[src/rtl/pipe_stage_buf_if.sv]
// Handshake bundle for one pipeline-stage boundary: upstream valid/ready/data,
// downstream valid/ready/data, plus flush and occupancy.
interface pipe_stage_buf_if #(
    parameter int WIDTH = 32
);
    logic             in_valid;
    logic             in_ready;
    logic [WIDTH-1:0] in_data;
    logic             flush;
    logic             out_valid;
    logic             out_ready;
    logic [WIDTH-1:0] out_data;
    logic [1:0]       occupancy;

    // Driver side: the producer/consumer pair surrounding the stage register.
    modport master (
        output in_valid, in_data, flush, out_ready,
        input  in_ready, out_valid, out_data, occupancy
    );

    // The stage register itself.
    modport slave (
        input  in_valid, in_data, flush, out_ready,
        output in_ready, out_valid, out_data, occupancy
    );
endinterface

[src/rtl/pipe_stage_buf.sv]
// Pipeline-stage register with valid/ready flow control, synchronous flush,
// bubble insertion and an optional two-entry skid buffer.
module pipe_stage_buf #(
    parameter int               WIDTH  = 32,
    parameter int               SKID   = 1,
    parameter logic [WIDTH-1:0] BUBBLE = '0
) (
    input logic           clk,
    input logic           reset,
    pipe_stage_buf_if.slave bus
);

    // Bit 0 is main_valid and bit 1 is skid_valid, so both valids and the
    // registered in_ready come straight off the state flops.
    typedef enum logic [1:0] {
        EMPTY   = 2'b00,
        FULL    = 2'b01,
        SKIDDED = 2'b11
    } state_e;

    state_e           state_q, state_d;
    logic [WIDTH-1:0] main_q, main_d;
    logic [WIDTH-1:0] skid_q, skid_d;
    logic             main_valid, skid_valid;
    logic             in_fire, out_fire;

    assign main_valid = state_q[0];
    assign skid_valid = state_q[1];

    // With SKID=1 in_ready is a pure flop output; with SKID=0 it looks through to out_ready.
    assign bus.in_ready  = (SKID != 0) ? !skid_valid : (!main_valid || bus.out_ready);
    assign bus.out_valid = main_valid;
    assign bus.out_data  = main_valid ? main_q : BUBBLE;
    assign bus.occupancy = {1'b0, main_valid} + {1'b0, skid_valid};

    assign in_fire  = bus.in_valid && bus.in_ready;
    assign out_fire = main_valid && bus.out_ready;

    always_comb begin
        // NOTE: every always_comb output gets a default first so no path can infer a latch.
        state_d = state_q;
        main_d  = main_q;
        skid_d  = skid_q;

        unique case (state_q)
            EMPTY: begin
                if (in_fire) begin
                    state_d = FULL;
                    main_d  = bus.in_data;
                end
            end
            FULL: begin
                if (out_fire && in_fire) begin
                    main_d = bus.in_data;
                end else if (out_fire) begin
                    state_d = EMPTY;
                end else if (in_fire && (SKID != 0)) begin
                    state_d = SKIDDED;
                    skid_d  = bus.in_data;
                end
            end
            SKIDDED: begin
                if (out_fire) begin
                    state_d = FULL;
                    main_d  = skid_q;
                end
            end
            default: state_d = EMPTY;
        endcase

        // A beat accepted in the flush cycle is swallowed here; out_fire already counted.
        if (bus.flush) begin
            state_d = EMPTY;
            main_d  = BUBBLE;
            skid_d  = BUBBLE;
        end
    end

    // NOTE: the data registers are reset too, so out_data and held payloads are a known NOP after reset.
    always_ff @(posedge clk or posedge reset) begin
        if (reset) begin
            // NOTE: sequential state uses non-blocking assignments so all flops update together.
            state_q <= EMPTY;
            main_q  <= BUBBLE;
            skid_q  <= BUBBLE;
        end else begin
            state_q <= state_d;
            main_q  <= main_d;
            skid_q  <= skid_d;
        end
    end

endmodule
[src/flat_wrapper.sv]
// flat-port wrapper written by rule: the top's interface ports become plain ports
module pipe_stage_buf_flat 
#(
    parameter int               WIDTH  = 32,
    parameter int               SKID   = 1,
    parameter logic [WIDTH-1:0] BUBBLE = '0
)
  (clk, reset, bus_in_valid, bus_in_data, bus_flush, bus_out_ready, bus_in_ready, bus_out_valid, bus_out_data, bus_occupancy);
  pipe_stage_buf_if #(.WIDTH(WIDTH)) bus_i ();
  input logic clk;
  input logic reset;
  input wire logic [$bits(bus_i.in_valid)-1:0] bus_in_valid;
  input wire logic [$bits(bus_i.in_data)-1:0] bus_in_data;
  input wire logic [$bits(bus_i.flush)-1:0] bus_flush;
  input wire logic [$bits(bus_i.out_ready)-1:0] bus_out_ready;
  output wire logic [$bits(bus_i.in_ready)-1:0] bus_in_ready;
  output wire logic [$bits(bus_i.out_valid)-1:0] bus_out_valid;
  output wire logic [$bits(bus_i.out_data)-1:0] bus_out_data;
  output wire logic [$bits(bus_i.occupancy)-1:0] bus_occupancy;
  assign bus_i.in_valid = bus_in_valid;
  assign bus_i.in_data = bus_in_data;
  assign bus_i.flush = bus_flush;
  assign bus_i.out_ready = bus_out_ready;
  assign bus_in_ready = bus_i.in_ready;
  assign bus_out_valid = bus_i.out_valid;
  assign bus_out_data = bus_i.out_data;
  assign bus_occupancy = bus_i.occupancy;
  pipe_stage_buf #(.WIDTH(WIDTH), .SKID(SKID), .BUBBLE(BUBBLE)) u_core (.clk(clk), .reset(reset), .bus(bus_i));
endmodule
[config.mk]
export PLATFORM = sky130hd
export DESIGN_NAME = pipe_stage_buf_flat
export DESIGN_NICKNAME = d
export VERILOG_FILES = /design/src/rtl/pipe_stage_buf_if.sv /design/src/rtl/pipe_stage_buf.sv /design/src/flat_wrapper.sv
export SDC_FILE = /design/constraint.sdc
export NUM_CORES = 1
export LEC_CHECK = 0
export CAP_MARGIN = 20
export CORE_ASPECT_RATIO = 0.9
export CORE_MARGIN = 10
export CORE_UTILIZATION = 35
export DETAILED_ROUTE_END_ITERATION = 6
export SLEW_MARGIN = 20
export SYNTH_ARGS = -nofsm -noshare
export SYNTH_HDL_FRONTEND = slang
export SYNTH_SLANG_ARGS = --single-unit
[constraint.sdc]
create_clock -name clk -period 3.1 [get_ports clk]
set_input_delay 0.62 -clock clk [delete_from_list [all_inputs] [get_ports clk]]
set_output_delay 0.62 -clock clk [all_outputs]
set_load 0.005 [all_outputs]
Yosys cells after proc, flatten, opt, wreduce, memory -nomap -nowiden
Index checks and enable logic that the tools add are counted.
{ "word_totals": {"input_bits": 37, "out_inout_bits": 36, "register_bits": 66} }
{ "classes": {"add_sub_neg": 1, "muxes": 17, "reduce_logical": 11, "eq_ne": 9} }
{ "op_table": {"columns": ["op", "count"], "rows": [
  ["$mux 32", 9],
  ["$pmux 32 s3", 1],
  ["$mux 2", 6],
  ["$reduce_and 4->1", 3],
  ["$ne 3x2->1 const B", 3],
  ["$pmux 2 s3", 1],
  ["$ne 2x2->1 const B", 2],
  ["$ne 4x2->1 const B", 1],
  ["$reduce_bool 2->1", 2],
  ["$reduce_bool 4->1", 1],
  ["$logic_and 1x1->1", 3],
  ["$ne 3x3->1 const B", 1],
  ["$add 1x1->2", 1],
  ["$eq 2x1->1 const B", 1],
  ["$eq 2x2->1 const B", 1],
  ["$logic_not 2->1", 1],
  ["$logic_not 1->1", 1]
]} }

Logic depth before layout (Yosys ltp)
Gate-level depths: netlist (run 1).
{ "logic_depth": {"word_depth": 7, "depth_mapped": 8, "depth_no_buf": 6} }

Worst setup path before layout (run 1)
Ideal clock, no wire load.
{ "synth_timing": {"kind": "flip-flop to flip-flop", "from": "register u_core.state_q[0]", "to": "register u_core.main_q[10]", "arrival_time_ns": 2.072, "required_time_ns": 2.962, "path_slack_ns": 0.890, "stages_incl_launch_ff": 8, "path_buffers": 2, "setup_time_ns": 0.138, "cell_sequence": "dfrtp_1 > inv_1 > ha_1 > a222oi_1 > and2_1 > clkbuf_1 > buf_2 > a211oi_1"} }
{ "synth_between": {"elab_chain_len": 4} }
{ "synth_lines": {"columns": ["item", "line_no", "text"], "rows": [
  ["from (decl)", "pipe_stage_buf.sv:21", "state_e state_q, state_d;"],
  ["from (signal assigned)", "pipe_stage_buf.sv:87", "state_q <= state_d;"],
  ["$logic_and 1x1->1", "pipe_stage_buf.sv:37", "assign out_fire = main_valid && bus.out_ready;"],
  ["$logic_and 1x1->1", "pipe_stage_buf.sv:53", "if (out_fire && in_fire) begin"],
  ["$ne 3x2->1 (no line)", null, null],
  ["$reduce_and 4->1 (no line)", null, null],
  ["to (signal assigned)", "pipe_stage_buf.sv:88", "main_q <= main_d;"],
  ["to (decl)", "pipe_stage_buf.sv:22", "logic [WIDTH-1:0] main_q, main_d;"]
]} }
Parallel ways exist; a longest one is shown, timed or not.
A chain may end at the register's enable or synchronous reset.

Final worst setup path (run 1)
{ "layout_timing": {"from": "register u_core.state_q[0]", "to": "output port bus_occupancy[0]"} }
{ "layout_between": {"elab_chain_len": 1} }
{ "layout_lines": {"columns": ["item", "line_no", "text"], "rows": [
  ["$add 1x1->2", "pipe_stage_buf.sv:34", "assign bus.occupancy = {1'b0, main_valid} + {1'b0, skid_valid};"],
  ["to (decl)", "flat_wrapper.sv:19", "output wire logic [$bits(bus_i.occupancy)-1:0] bus_occupancy;"]
]} }
No other way between the ends.

==> flow_summary.ini, run 1 <==
[status]
status = finished, final reports clean

[clocking]
cts_tree = done
cts_hold_buffers = 0
cts_resized = 0
cts_setup_buffers = 0
path_clk_slew_ns = 0.08
clockBufferDepth = 2
clock_latency_ns = 0.34
cts_made_buffers = 9
root_buffer = clkbuf_8
cts_max_level = 3
clock_sinks = 66

[logic_synthesis]
synth-simple-area-share_pct = 15.1
ys_async_sr_fraction_pct = 100
synth_xor_area_share_pct = 0.263
synth_compound_area_share_pct = 19.2
synth_cells = 354
synth_ff_type = dfrtp_1
syn_area_per_cell_um2 = 9.40
synth_area_leaders = dfrtp_1, a21oi_1, mux2i_1
yosysTopAreaCell = dfrtp_1
yosysUniqueCellTypes = 24
synth_top_area_share_pct = 49.6
synth-edff-count = 0
synth_seq_cells = 66
yosys.area_share.adder_pct = 1.88
synthMuxAreaShare_pct = 9.62
seq_area_frac_synth_pct = 49.6
syn_nets = 396
synthesis.area_mm2 = 0.00333
yosys_warnings = 0
synth_top_family_by_area = compound AO/OA/AOI/OAI gates

[global_route]
grt.met1_usage_pct = 16.6
top_usage_layer = met2
met2_usage_pct = 19.7
antenna_found_initial = 0
use_met3_pct = 4.01
grt_first_pass_wirelength_um = 14200
grt_pass1_vias = 2708
grt_use_total_pct = 12.7
gr-total-overflow = 0
grt_max_degree = 40

[min_path]
worstHoldPathType = reg -> reg
worstHoldPathCells = 2

[die]
die_w_um = 123
die_area_mm2 = 0.0138
ios = 73
coreArea_mm2 = 0.00921
fp.dieH_um = 113
initial_core_util_pct = 36.1
rows = 33

[setup_path]
path_cells = buf_4 > inv_1 > ha_1 > clkdlybuf4s50_1
startpoint_type = flop
crit_arrival_ns = 1.88
critPathRequiredTime_ns = 2.48
reg2reg_depth = 7
worstSetupEndpointType = primary output
path_depth = 4
crit_type = reg -> out
crit_buf_inv = 3
critPathSlowestCell = clkdlybuf4s50_1
cp_max_fo = 18
slowest_delay_ns = 0.53
path_delay_family = buffers and inverters

[sta]
hold_viol = 0
finalCriticalPeriod_ns = 2.50
slew_violations = 0
worst_pin_slew_ns = 0.803
whs_ns = 0.521
setup_viol = 0
timing.fmax_mhz = 400
finClkSkew_ns = 0.00976
fin_ws_ns = 0.602
rsz0062_at_grt = false
slew_headroom_pct = 46.4
tns_ns = 0
period_share_pct = 80.6

[power_and_ir_drop]
peakVddDrop_mv = 0.357
leakagePower_nw = 1.74
power.density_mw_per_mm2 = 759

[placed_design]
place_congestion = 0.793
port_buffers = 72
dpl.hpwl_um = 5870
place_ws_ns = 0.484

[cells_and_area]
syn_to_final_growth_pct = 33.0
layout.nets = 461
n_antenna_cell = 0
drive_gt1_share_pct = 8.02
final_util_pct = 48.1

[run]
maxCapViolCount = 0

[route]
drt_pre_antenna_iters = 5
wl_um = 8840
post_drt_wl_per_cell_um = 16.2
vias_per_cell = 4.93
drt_iter0_markers = 231
vias = 2693
drcViolationCount = 0
final_antenna_net_count = 0
## final timing paths
path	to	startpoint	slack, ns
hold reg to reg	u_core.skid_q[21]	u_core.skid_q[21]	0.52
hold / removal	u_core.skid_q[21]	u_core.skid_q[21]	0.52
setup / recovery	bus_occupancy[0]	u_core.state_q[0]	0.60
max in group asynchronous	u_core.main_q[0]	reset	1.60
setup reg to reg	u_core.main_q[7]	u_core.state_q[0]	0.71
min in group asynchronous	u_core.main_q[15]	reset	0.75
## cells by family after synthesis
| group | after synthesis |
|---|---|
| muxes | 32 |
| DFF | 66 |
| xor gates and xnor gates | 1 |
| adders and majority gates | 5 |
| buffers and inverters | 36 |
| and+or+nand+nor | 107 |
| AOI/OAI and AO/OA | 107 |
## synth_stat cells, types with 2 or more instances
library cell,count
a21oi_1,66
dfrtp_1,66
nand2_1,66
a211oi_1,34
and2_1,33
mux2i_1,32
clkbuf_1,24
buf_2,6
ha_1,5
inv_1,4
o31ai_1,3
nor2b_1,2
nor3_1,2
## layout by cell type, fill, tap and decap left out, drive strengths merged, types with 12 or more instances in the layout
master and instances:
clkdlybuf4s50 71, mux2i 32, a211oi 34, a21oi 66
and2 33, nand2 66, buf 14, dfrtp 66
clkbuf 12
## power by group
part | total (W) | internal, W | leakage, nW | switching, W
logic | 0.00127 | 0.000576 | 0.738 | 0.000693
registers | 0.00124 | 0.00111 | 0.887 | 0.000131
clock network | 0.000850 | 0.000518 | 0.119 | 0.000332
total | 0.00336 | 0.00220 | 1.74 | 0.00116
## final cells by class
type,instances,area [µm²]
fill,905,4780
clock buffer,12,165
inverter,5,18.8
sequential,66,1650
multi-input combinational,252,1540
clock inverter,4,72.6
timing repair buffer,85,826
tap,122,153
## layer usage
metal	vias up	part of all wire (%)
li1	1362	-
met1	1258	45
met2	66	47
met3	7	6.7
met4	0	1.2
met5	-	0
## state kept, by name (all words and copies together) (netlist names)
| register | flops |
|---|---|
| u_core.main_q | 32 |
| u_core.skid_q | 32 |
| u_core.state_q | 2 |
## tightest hold or removal path, delay by kind of cell (launching register included)
kind	cells	cell delay (ns)
AND/OR/NAND/NOR	1	0.05
flip-flops	1	0.38
AO/OA/AOI/OAI	1	0.05
## stage by stage
stage / cells / total power (W) / instance area (µm²)
2_1_floorplan: 354 / 0.00202 / 3330
3_3_place_gp: 530 / 0.00252 / 4190
6_report: 546 / 0.00336 / 4430
4_1_cts: 546 / 0.00339 / 4430
3_5_place_dp: 530 / 0.00254 / 4190
5_1_grt: 546 / 0.00359 / 4430
Note: power is estimated with default switching activity, not from simulation.
==> run 2: changes to the inputs <==
- clock period: 3.1 -> 2.6 ns (I/O delays scaled with it)
==> flow_summary.ini, run 2 (synthesis gave the netlist of run 1 again) <==
[cells_and_area]
drive_gt1_share_pct = 7.80
syn_to_final_growth_pct = 34.3
layout.nets = 460
layout_common_cells = clkdlybuf4s50_1, nand2_1, a21oi_1, dfrtp_1, a211oi_1
n_antenna_cell = 0
final_common_cell = clkdlybuf4s50_1
largestRegisters = u_core.main_q: 32 flops, u_core.skid_q: 32 flops, u_core.state_q: 2 flops

[setup_path]
critPathRequiredTime_ns = 2.08
r2r-start = u_core.state_q[0]
startpoint_type = flop
crit_type = reg -> out
crit_arrival_ns = 1.69
worstSetupEndpointType = primary output
ff2ff_setup_slack_ns = 0.41
cp_max_fo = 17
r2r-end = u_core.main_q[1]
reg2reg_depth = 7

[sta]
finalCriticalPeriod_ns = 2.21
worst_pin_slew_ns = 0.645
period_share_pct = 85.0
timing.fmax_mhz = 452
slew_violations = 0
slew_headroom_pct = 57.0
rsz0062_at_grt = false
whs_ns = 0.523
setup_viol = 0
tns_ns = 0
finClkSkew_ns = 0.00783
hold_viol = 0

[global_route]
antenna_found_initial = 0
gr-total-overflow = 0
grt_use_total_pct = 13.4
grt_first_pass_wirelength_um = 15000
grt_max_degree = 67
grt_pass1_vias = 2890

[clocking]
cts_setup_buffers = 0
root_buffer = clkbuf_8
cts_tree = done
path_clk_slew_ns = 0.07
clockBufferDepth = 2
clock_sinks = 66
cts_made_buffers = 9
cts_hold_buffers = 0
cts_max_level = 3
cts_resized = 0
clock_latency_ns = 0.34

[die]
die_area_mm2 = 0.0138
initial_core_util_pct = 36.1
ios = 73
die_w_um = 123
fp.dieH_um = 113
coreArea_mm2 = 0.00921
rows = 33

[route]
final_antenna_net_count = 0
vias_per_cell = 5.03
drt_iter0_markers = 147
wl_um = 9000
vias = 2744
post_drt_wl_per_cell_um = 16.5
drt_pre_antenna_iters = 4
drcViolationCount = 0

[placed_design]
place_congestion = 0.768
dpl.hpwl_um = 5850
port_buffers = 72

[min_path]
worstHoldPathType = reg -> reg
worstHoldStart = u_core.skid_q[0]
min_to = u_core.skid_q[0]
worstHoldPathCells = 2

[status]
status = finished, final reports clean

[run]
maxCapViolCount = 0

[power_and_ir_drop]
peakVddDrop_mv = 0.415
leakagePower_nw = 1.75
power.density_mw_per_mm2 = 917
==> run 2: cell types whose count changed in the layout (fill, tap and decap cells not counted), sizes merged <==
cell,previous run,this run
clkinvlp,1,2
bufinv,2,3
clkbuf,12,10
buf,14,13
==> run 2: layer usage <==
| metal | up-vias | share of wire [%] | GRT usage [%] |
|---|---|---|---|
| met1 | 1324 | 46 | 17.2 |
| met4 | 0 | 1.2 | 4.55 |
| met5 | - | 0 | 0 |
| li1 | 1355 | - | - |
| met3 | 7 | 5.4 | 4.56 |
| met2 | 58 | 47 | 20.5 |
==> run 2: worst max-delay path, cell delays in order, from the launching register on <==
cell and delay [ns]:
dfrtp_1 0.37, buf_4 0.21, ha_1 0.23, clkdlybuf4s50_1 0.54
==> run 2: worst max-delay path by stage <==
stage,startpoint,endpoint,slack [ns],depth (start not counted)
global route,u_core.state_q[0],u_core.main_q[5],0.17,7
finish,u_core.state_q[0],bus_occupancy[1],0.39,3
CTS,u_core.state_q[0],bus_occupancy[1],0.35,3
floorplan,u_core.state_q[0],u_core.main_q[10],0.39,7
detailed placement,bus_in_valid,u_core.main_q[2],0.24,6
global placement,bus_in_valid,u_core.main_q[5],0.31,6
==> run 2: layout make-up <==
cell class / count / area, µm²
fill: 890 / 4740
tap: 122 / 153
clock buffer: 10 / 138
clock inverter: 6 / 114
multi-input combinational: 252 / 1540
inverter: 5 / 18.8
sequential: 66 / 1650
timing repair buffer: 84 / 856
==> run 2: where the power goes <==
| part | internal [W] | switching (W) |
|---|---|---|
| Combinational | 0.000717 | 0.000830 |
| Sequential | 0.00132 | 0.000154 |
| Clock | 0.000664 | 0.000411 |
==> run 2: metrics by stage <==
stage          instances  utilization [%]  instance area (µm²)  power, W  setup slack (ns)
2_1_floorplan        354                -                 3330   0.00240             0.390
6_report             545             48.6                 4470   0.00410             0.389
4_1_cts              545             48.6                 4470   0.00416             0.351
5_1_grt              545             48.6                 4470   0.00440             0.173
3_5_place_dp         529             45.8                 4220   0.00307             0.237
3_3_place_gp         529             45.8                 4220   0.00303             0.310
